[src/rtl/rdback_pkg.sv]
// Shared widths, output phase encoding and occupancy sizing for the readback
// beat serializer.
package rdback_pkg;

   localparam int RDBK_IN_W  = 512;
   localparam int RDBK_OUT_W = 256;

   typedef enum logic {
      PH_LO = 1'b0,
      PH_HI = 1'b1
   } phase_t;

   // Occupancy must represent 0..depth inclusive, hence the extra bit.
   function automatic int occ_width(input int depth);
      return $clog2(depth) + 1;
   endfunction

endpackage

[src/rtl/rdback_beat_buf.sv]
// Circular DEPTH x W beat buffer with push/pop and occupancy tracking; the head
// entry is presented combinationally from the registered read pointer.
module rdback_beat_buf
   import rdback_pkg::*;
#(
   parameter int DEPTH = 8,
   parameter int W     = RDBK_IN_W
) (
   input  logic                        clk,
   input  logic                        srst,
   input  logic                        push,
   input  logic [W-1:0]                push_data,
   input  logic                        pop,
   output logic [W-1:0]                head,
   output logic [occ_width(DEPTH)-1:0] occupancy
);

   localparam int PTR_W = $clog2(DEPTH);
   localparam int OCC_W = occ_width(DEPTH);

   logic [W-1:0]     mem [DEPTH];
   logic [PTR_W-1:0] wr_ptr_reg;
   logic [PTR_W-1:0] rd_ptr_reg;
   logic [OCC_W-1:0] occ_reg;

   always_ff @(posedge clk) begin
      if (!srst && push) begin
         mem[wr_ptr_reg] <= push_data;
      end
   end

   always_ff @(posedge clk) begin
      if (srst) begin
         wr_ptr_reg <= '0;
         rd_ptr_reg <= '0;
         occ_reg    <= '0;
      end else begin
         if (push) begin
            wr_ptr_reg <= wr_ptr_reg + PTR_W'(1);
         end
         if (pop) begin
            rd_ptr_reg <= rd_ptr_reg + PTR_W'(1);
         end
         case ({push, pop})
            2'b10:   occ_reg <= occ_reg + OCC_W'(1);
            2'b01:   occ_reg <= occ_reg - OCC_W'(1);
            default: occ_reg <= occ_reg;
         endcase
      end
   end

   assign head      = mem[rd_ptr_reg];
   assign occupancy = occ_reg;

endmodule

[src/rtl/rdback_beat_serializer.sv]
// Buffers 512-bit read beats and emits each as two 256-bit words (p0, then p1)
// on a valid/ready port; beats arriving with no free slot are dropped and counted.
module rdback_beat_serializer
   import rdback_pkg::*;
#(
   parameter int DEPTH = 8,
   parameter int IN_W  = RDBK_IN_W,
   parameter int OUT_W = RDBK_OUT_W,
   parameter int CNT_W = 16
) (
   input  logic                       fab_clk,
   input  logic                       fab_rst,
   input  logic [IN_W-1:0]            i_rddata,
   input  logic                       i_rddata_valid,
   output logic [OUT_W-1:0]           o_word,
   output logic                       o_word_valid,
   output logic                       o_word_last,
   input  logic                       i_word_ready,
   input  logic                       i_clr_stats,
   output logic                       o_overflow,
   output logic [CNT_W-1:0]           o_drop_cnt,
   output logic [31:0]                o_beat_cnt,
   output logic [$clog2(DEPTH):0]     o_occupancy
);

   localparam int OCC_W = occ_width(DEPTH);
   localparam logic [OCC_W-1:0] FULL = OCC_W'(DEPTH);

   logic [IN_W-1:0]  head;
   logic [OCC_W-1:0] occupancy;
   phase_t           phase_reg;
   logic             handshake;
   logic             push;
   logic             pop;
   logic             drop;
   logic             overflow_reg;
   logic [CNT_W-1:0] drop_cnt_reg;
   logic [31:0]      beat_cnt_reg;

   assign o_word_valid = (occupancy != '0);
   assign handshake    = o_word_valid & i_word_ready;
   assign pop          = handshake & (phase_reg == PH_HI);
   // A pop in the same cycle frees the slot the incoming beat needs.
   assign push         = i_rddata_valid & ((occupancy < FULL) | pop);
   assign drop         = i_rddata_valid & ~push;

   rdback_beat_buf #(
      .DEPTH (DEPTH),
      .W     (IN_W)
   ) u_buf (
      .clk       (fab_clk),
      .srst      (fab_rst),
      .push      (push),
      .push_data (i_rddata),
      .pop       (pop),
      .head      (head),
      .occupancy (occupancy)
   );

   always_ff @(posedge fab_clk) begin
      if (fab_rst) begin
         phase_reg <= PH_LO;
      end else if (handshake) begin
         phase_reg <= (phase_reg == PH_LO) ? PH_HI : PH_LO;
      end
   end

   // Clear wins over the old value but not over an event in the same cycle.
   always_ff @(posedge fab_clk) begin
      if (fab_rst) begin
         overflow_reg <= 1'b0;
         drop_cnt_reg <= '0;
         beat_cnt_reg <= '0;
      end else if (i_clr_stats) begin
         overflow_reg <= drop;
         drop_cnt_reg <= drop ? CNT_W'(1) : '0;
         beat_cnt_reg <= push ? 32'd1 : 32'd0;
      end else begin
         if (drop) begin
            overflow_reg <= 1'b1;
            if (drop_cnt_reg != '1) begin
               drop_cnt_reg <= drop_cnt_reg + CNT_W'(1);
            end
         end
         if (push) begin
            beat_cnt_reg <= beat_cnt_reg + 32'd1;
         end
      end
   end

   assign o_word      = (phase_reg == PH_HI) ? head[IN_W-1:OUT_W] : head[OUT_W-1:0];
   assign o_word_last = (phase_reg == PH_HI);
   assign o_overflow  = overflow_reg;
   assign o_drop_cnt  = drop_cnt_reg;
   assign o_beat_cnt  = beat_cnt_reg;
   assign o_occupancy = occupancy;

endmodule

[config.mk]
export PLATFORM = sky130hd
export DESIGN_NAME = rdback_beat_serializer
export DESIGN_NICKNAME = d
export VERILOG_FILES = /design/src/rtl/rdback_pkg.sv /design/src/rtl/rdback_beat_buf.sv /design/src/rtl/rdback_beat_serializer.sv
export SDC_FILE = /design/constraint.sdc
export NUM_CORES = 2
export LEC_CHECK = 0
export CAP_MARGIN = 20
export CORE_MARGIN = 2
export CORE_UTILIZATION = 40
export DETAILED_ROUTE_END_ITERATION = 8
export GPL_TIMING_DRIVEN = 0
export PLACE_DENSITY = 0.6
export SLEW_MARGIN = 0
export SYNTH_ARGS = -nofsm -noshare
export SYNTH_HDL_FRONTEND = slang
export SYNTH_SLANG_ARGS = --single-unit
[constraint.sdc]
create_clock -name fab_clk -period 87.2 [get_ports fab_clk]
set_input_delay 8.72 -clock fab_clk [delete_from_list [all_inputs] [get_ports fab_clk]]
set_output_delay 8.72 -clock fab_clk [all_outputs]
set_load 0.005 [all_outputs]
## After elaboration in Yosys (flattened, before gate mapping)

Memory sizes are Yosys's and may differ from the RTL's. A register that Yosys moved wholly into a read port is not among the register bits.
Cells that the tools add are included.

- Flip-flop bits (word level): 60
- Memory bits (writable): 4096
- Input port bits: 517
- Output and inout port bits: 311
- Logic and storage cells: 48
- Memories: 1

Memories:

| memory | depth | width | rd ports | clocked after memory_dff | write ports | RTL line | RTL |
|---|---|---|---|---|---|---|---|
| u_buf.mem | 8 | 512 | 1 | 1 | 1 | rdback_beat_buf.sv:21 | `logic [W-1:0] mem [DEPTH];` |

- Add/sub/neg operators: 6
- Order comparisons: 1
- Equal/unequal tests: 3
- Mux-type cells: 16
- Bitwise logic cells: 6
- Reduce and logical (&&, ||, !) cells: 8

Operators by type and width:

| operator | number |
|---|---|
| two-way mux 256 bit | 1 |
| two-way mux 32 bit | 2 |
| two-way mux 16 bit | 3 |
| adder 32 x 1 -> 32 bit, second input constant | 1 |
| adder 16 x 1 -> 16 bit, second input constant | 1 |
| inequality test 16 bit, second input constant | 1 |
| one-hot mux 4 bit (2 select lines) | 1 |
| nonzero test 2 bit | 4 |
| two-way mux 1 bit | 7 |
| adder 3 x 1 -> 3 bit, second input constant | 2 |
| two-way mux 3 bit | 2 |
| adder 4 x 1 -> 4 bit, second input constant | 1 |
| bitwise AND 1 bit | 4 |
| < comparator 4 bit, second input constant | 1 |
| nonzero test 4 bit | 1 |
| subtractor 4 x 1 -> 4 bit, second input constant | 1 |
| == test 2 x 1 -> 1 bit, second input constant | 1 |
| == test 2 bit, second input constant | 1 |
| AND reduction 2 bit | 1 |
| logical AND 1 bit | 1 |
| logical NOT 1 bit | 1 |
| NOT 1 bit | 1 |
| bitwise OR 1 bit | 1 |

## Depth between registers and ports, before layout

- Word-level depth: 9
- Mapped depth: 13
- Gate-level depth less buffers: 10

## Hierarchy

A second synthesis with hierarchy kept.

- Cell total of the unflattened synthesis: 6538
- Area total of the unflattened synthesis: 159282.8 um^2

Modules (own cells, without submodules):

| module | instances | cells each | area each (um^2) | sequential area each (um^2) |
|---|---|---|---|---|
| rdback_beat_buf | 1 | 5987 | 153962.7 | 123258.2 |
| rdback_beat_serializer | 1 | 551 | 5320.1 | 1001.0 |

## Worst setup path after synthesis

Ideal clock, no wire load.

- Path kind: input to register
- Start: input i_rddata_valid
- End: memory u_buf.mem[0][0] in the netlist's numbering, enable pin
- Setup time: 2.815 ns
- Arrival time: 61.325 ns
- Required time: 84.385 ns
- Slack: 23.060 ns
- Stages on the path: 4
- Path buffers: 2
- Cell sequence: clkbuf_1 -> buf_1 -> nand2_1 -> nor4b_1

- Word-level cells in the longest chain between the ends: 4

Ends and longest elaborated chain:

| item | RTL line | RTL |
|---|---|---|
| start: declaration | rdback_beat_serializer.sv:14 | `input logic i_rddata_valid,` |
| bitwise AND 1 bit | rdback_beat_serializer.sv:44 | `assign push = i_rddata_valid & ((occupancy < FULL) \| pop);` |
| logical AND 1 bit | rdback_beat_buf.sv:27 | `if (!srst && push) begin` |
| two-way mux 1 bit | rdback_beat_buf.sv:27 |  |
| two-way mux 1 bit (not written as such) | rdback_beat_buf.sv:28 | `mem[wr_ptr_reg] <= push_data;` |
| end: declaration | rdback_beat_buf.sv:21 |  |

Every way passes these cells.

## Worst setup path in the final report

- Start: register phase_reg, in the netlist o_word_last
- End: output o_word[63]

- Word-level cells in the longest chain between the ends: 1

Ends and longest elaborated chain:

| item | RTL line | RTL |
|---|---|---|
| start: declaration | rdback_beat_serializer.sv:31 | `phase_t phase_reg;` |
| start signal: assignment | rdback_beat_serializer.sv:64 | `phase_reg <= (phase_reg == PH_LO) ? PH_HI : PH_LO;` |
| two-way mux 256 bit | rdback_beat_serializer.sv:91 | `assign o_word = (phase_reg == PH_HI) ? head[IN_W-1:OUT_W] : head[OUT_W-1:0];` |
| end: declaration | rdback_beat_serializer.sv:15 | `output logic [OUT_W-1:0] o_word,` |

Every way passes these cells.

==> results.md <==
- Status: completed
- Pwr dens: roughly 23 mW/mm2
- Overflow after GRT: 0
- Final core utilization: roughly 49%
- Final WS setup: 73.14 ns
- Count of cell types in the netlist: 49
- Max-cap viol count: 0
- Num rows: 229
- Hold buffers post-CTS: 0
- Commonest non-fill, non-tap cell in the layout: edfxtp_1
- Avg Inst Size Synth: 25.59 um2
- Hold_ws: 0.4878 ns
- Placed instance area: 0.1776 mm2
- End of the worst hold path: o_overflow
- Finished layout cell area: 0.1917 mm2
- Placed insts: 12.66k
- Tcrit/Tclk final: 16.12%
- Nets: 8425
- Wire per inst: approximately 32 um
- Slew headroom: 24.00%
- Total core area: 0.3894 mm2
- Non-Filler Instances: 13.53k
- PostCTS Resize Cnt: 0
- Total power: 4.337 mW
- Longest Clk Path Bufs: 4
- Prevailing post-synth register cell: edfxtp_1
- Post-CTS setup repair buffer count: 0
- Max rail drop VDD: between 0.000015 and 0.00002 V
- Via count: around 75k
- CTS tree: built
- First-pass GRT wire length: 598400 um
- Cell count after synthesis: 6118
- CP arrival: 5.34 ns
- Post-synth ARST share: 0%
- # IOs: 828
- CTS Buf Count: 430
- GP Congestion: a little over 0.8
- Vias in the first global route: 77.59k
- Yosys reg bits: 4159
- Reg2reg end: u_buf.mem[4][480]
- Area growth, synth to finish: 22.46%
- Vias per inst: 5.527
- Worst hold path type: reg -> reg
- Number of flip-flops in the largest register: 4096
- Initial antenna violation count: 189
- Lkg Pwr: 58.82 nW
- DIE WIDTH: 629.6 um
- Pre-antenna DRT Iters: 5
- EDFF count, synth: between 4k and 5k
- Initial Utilization: between 40 and 50%
- GRT Util Overall: 21.25%
- Post-synth design cell area: 0.1566 mm2
- Hold Crit Depth: 2
- Largest net degree at the start of global routing: 25
- Setup TNS: 0 ns
- Top reg by flops: u_buf.mem
- Final HPWL DP: 295000 um
- DRT iter0 DRCs: 6938
- DRC Markers: 0
- Die area: ~0.40 mm2
- Post-synthesis sequential area ratio: 79.37%
- # clock sinks: 4159
- Crit Path Class: reg -> out
- R2R Setup Slk: 81.36 ns
- Worst clock skew: approximately 0.065 ns
- # H-tree levels: 5
- Die Y: 629.6 um
- Drt total wl: ~430000 um
- CP max FO: 11
- CTS clock-pin slew for the worst setup and hold paths: 0.06 ns
- Dpl ws: 72.43 ns
- Final ANT Viol Nets: 0
- Syn_nets: about 6.6k
- IO Port Bufs: 826
- Worst r2r src: o_word_last
- Fmax: 71.13 MHz
- Clock latency on the worst-skew pair: 1.00 ns
- Reg2reg path depth: 21
- Hold path start: o_overflow
- Worst-Margin Slew: 1.140 ns
- Ratio of cells with drive above 1 in the final layout: 30.79%
- Final min period: 14.06 ns
- RSZ-0062 raised after global routing: false
- Most frequent cells in the layout: 4096 x edfxtp_1, 1258 x mux4_2, 826 x clkdlybuf4s50_1, 435 x clkbuf_16, 228 x buf_6
- Count of final setup violators: 0
- Final Slew Violations: 0
- Final hold vios: 0
- Worst EP required: 78.48 ns
- Worst setup EP type: output port
- Warnings, synthesis: 0
- CP startpoint kind: flop
- CTS root buf: clkbuf_16
[report_power, final]
part           leakage (nW)  total [mW]  switching (mW)  internal, mW
Sequential             37.5        2.23         0.00623          2.23
Combinational          14.5       0.299           0.151         0.148
Clock                  6.80        1.81           0.781          1.02
Total                  58.8        4.34           0.938          3.40
[cells by family after synthesis]
kind of cell	synth area share, %
flip-flops	79.37
multiplexers	18.32
XOR/XNOR	0.08392
AND/OR/NAND/NOR	0.7073
buffers and inverters	0.9758
adder cells (fa/ha/maj)	0.05594
AO/OA/AOI/OAI	0.4899
[area by class of cell]
type / instances / area [um2]
fill: 30730 / 197700
sequential: 4159 / 124300
multi-input combinational: 1640 / 30830
timing repair buffer: 1351 / 14490
clock buffer: 521 / 11290
tap: 5197 / 6502
clock inverter: 276 / 2641
buffer: 313 / 1526
antenna: 69 / 172.7
inverter: 6 / 22.52
[worst max path at each step]
stage / startpoint / end / slack (ns)
final: o_word_last / o_word[63] / 73.14
after global routing: o_word_last / o_word[87] / 72.81
after CTS: o_word_last / o_word[63] / 72.88
after detailed placement: i_word_ready / u_buf.mem[4][480] / 72.43
after global placement: fab_rst / u_buf.mem[0][492] / -41.52
after floorplan: i_rddata_valid / u_buf.mem[0][0] / 23.06
[metal layers]
metal	vias to the layer above	share of wire, %	track usage [%]
met3	786	6.2	4.232
met4	70	3.6	7.902
met5	-	0.11	0
met2	2600	51	36.13
met1	40740	39	27.08
li1	30600	-	-
[cell usage after synthesis (3+ instances only)]
cell type,number,share of area (%)
a211oi_1,28,0.13
a21oi_1,51,0.16
a31oi_1,4,0.016
and2_1,3,0.012
and3_1,3,0.012
and4_1,5,0.028
buf_1,36,0.086
buf_2,87,0.28
buf_4,13,0.062
buf_6,23,0.17
clkbuf_1,154,0.37
dfxtp_1,63,0.81
edfxtp_1,4096,79
ha_1,7,0.056
inv_1,6,0.014
mux2i_1,35,0.22
mux4_2,1258,18
nand2_1,41,0.098
nand3_1,27,0.086
nand4_1,14,0.056
nor2_1,28,0.067
nor2b_1,24,0.096
nor3_1,7,0.022
nor4_1,6,0.024
o21ai_0,16,0.051
o311ai_0,3,0.017
o31ai_1,5,0.024
or3_1,26,0.10
or4_1,11,0.053
xor2_1,14,0.078
[worst max-delay path: stages (launching register included)]
cell	delay, ns
dfxtp_1	0.34
buf_2	0.27
buf_2	0.66
buf_2	0.64
clkbuf_1	0.66
clkbuf_1	0.59
a211oi_1	0.23
a21oi_1	0.19
clkdlybuf4s50_1	0.76
(Power assumes the default switching activity.)
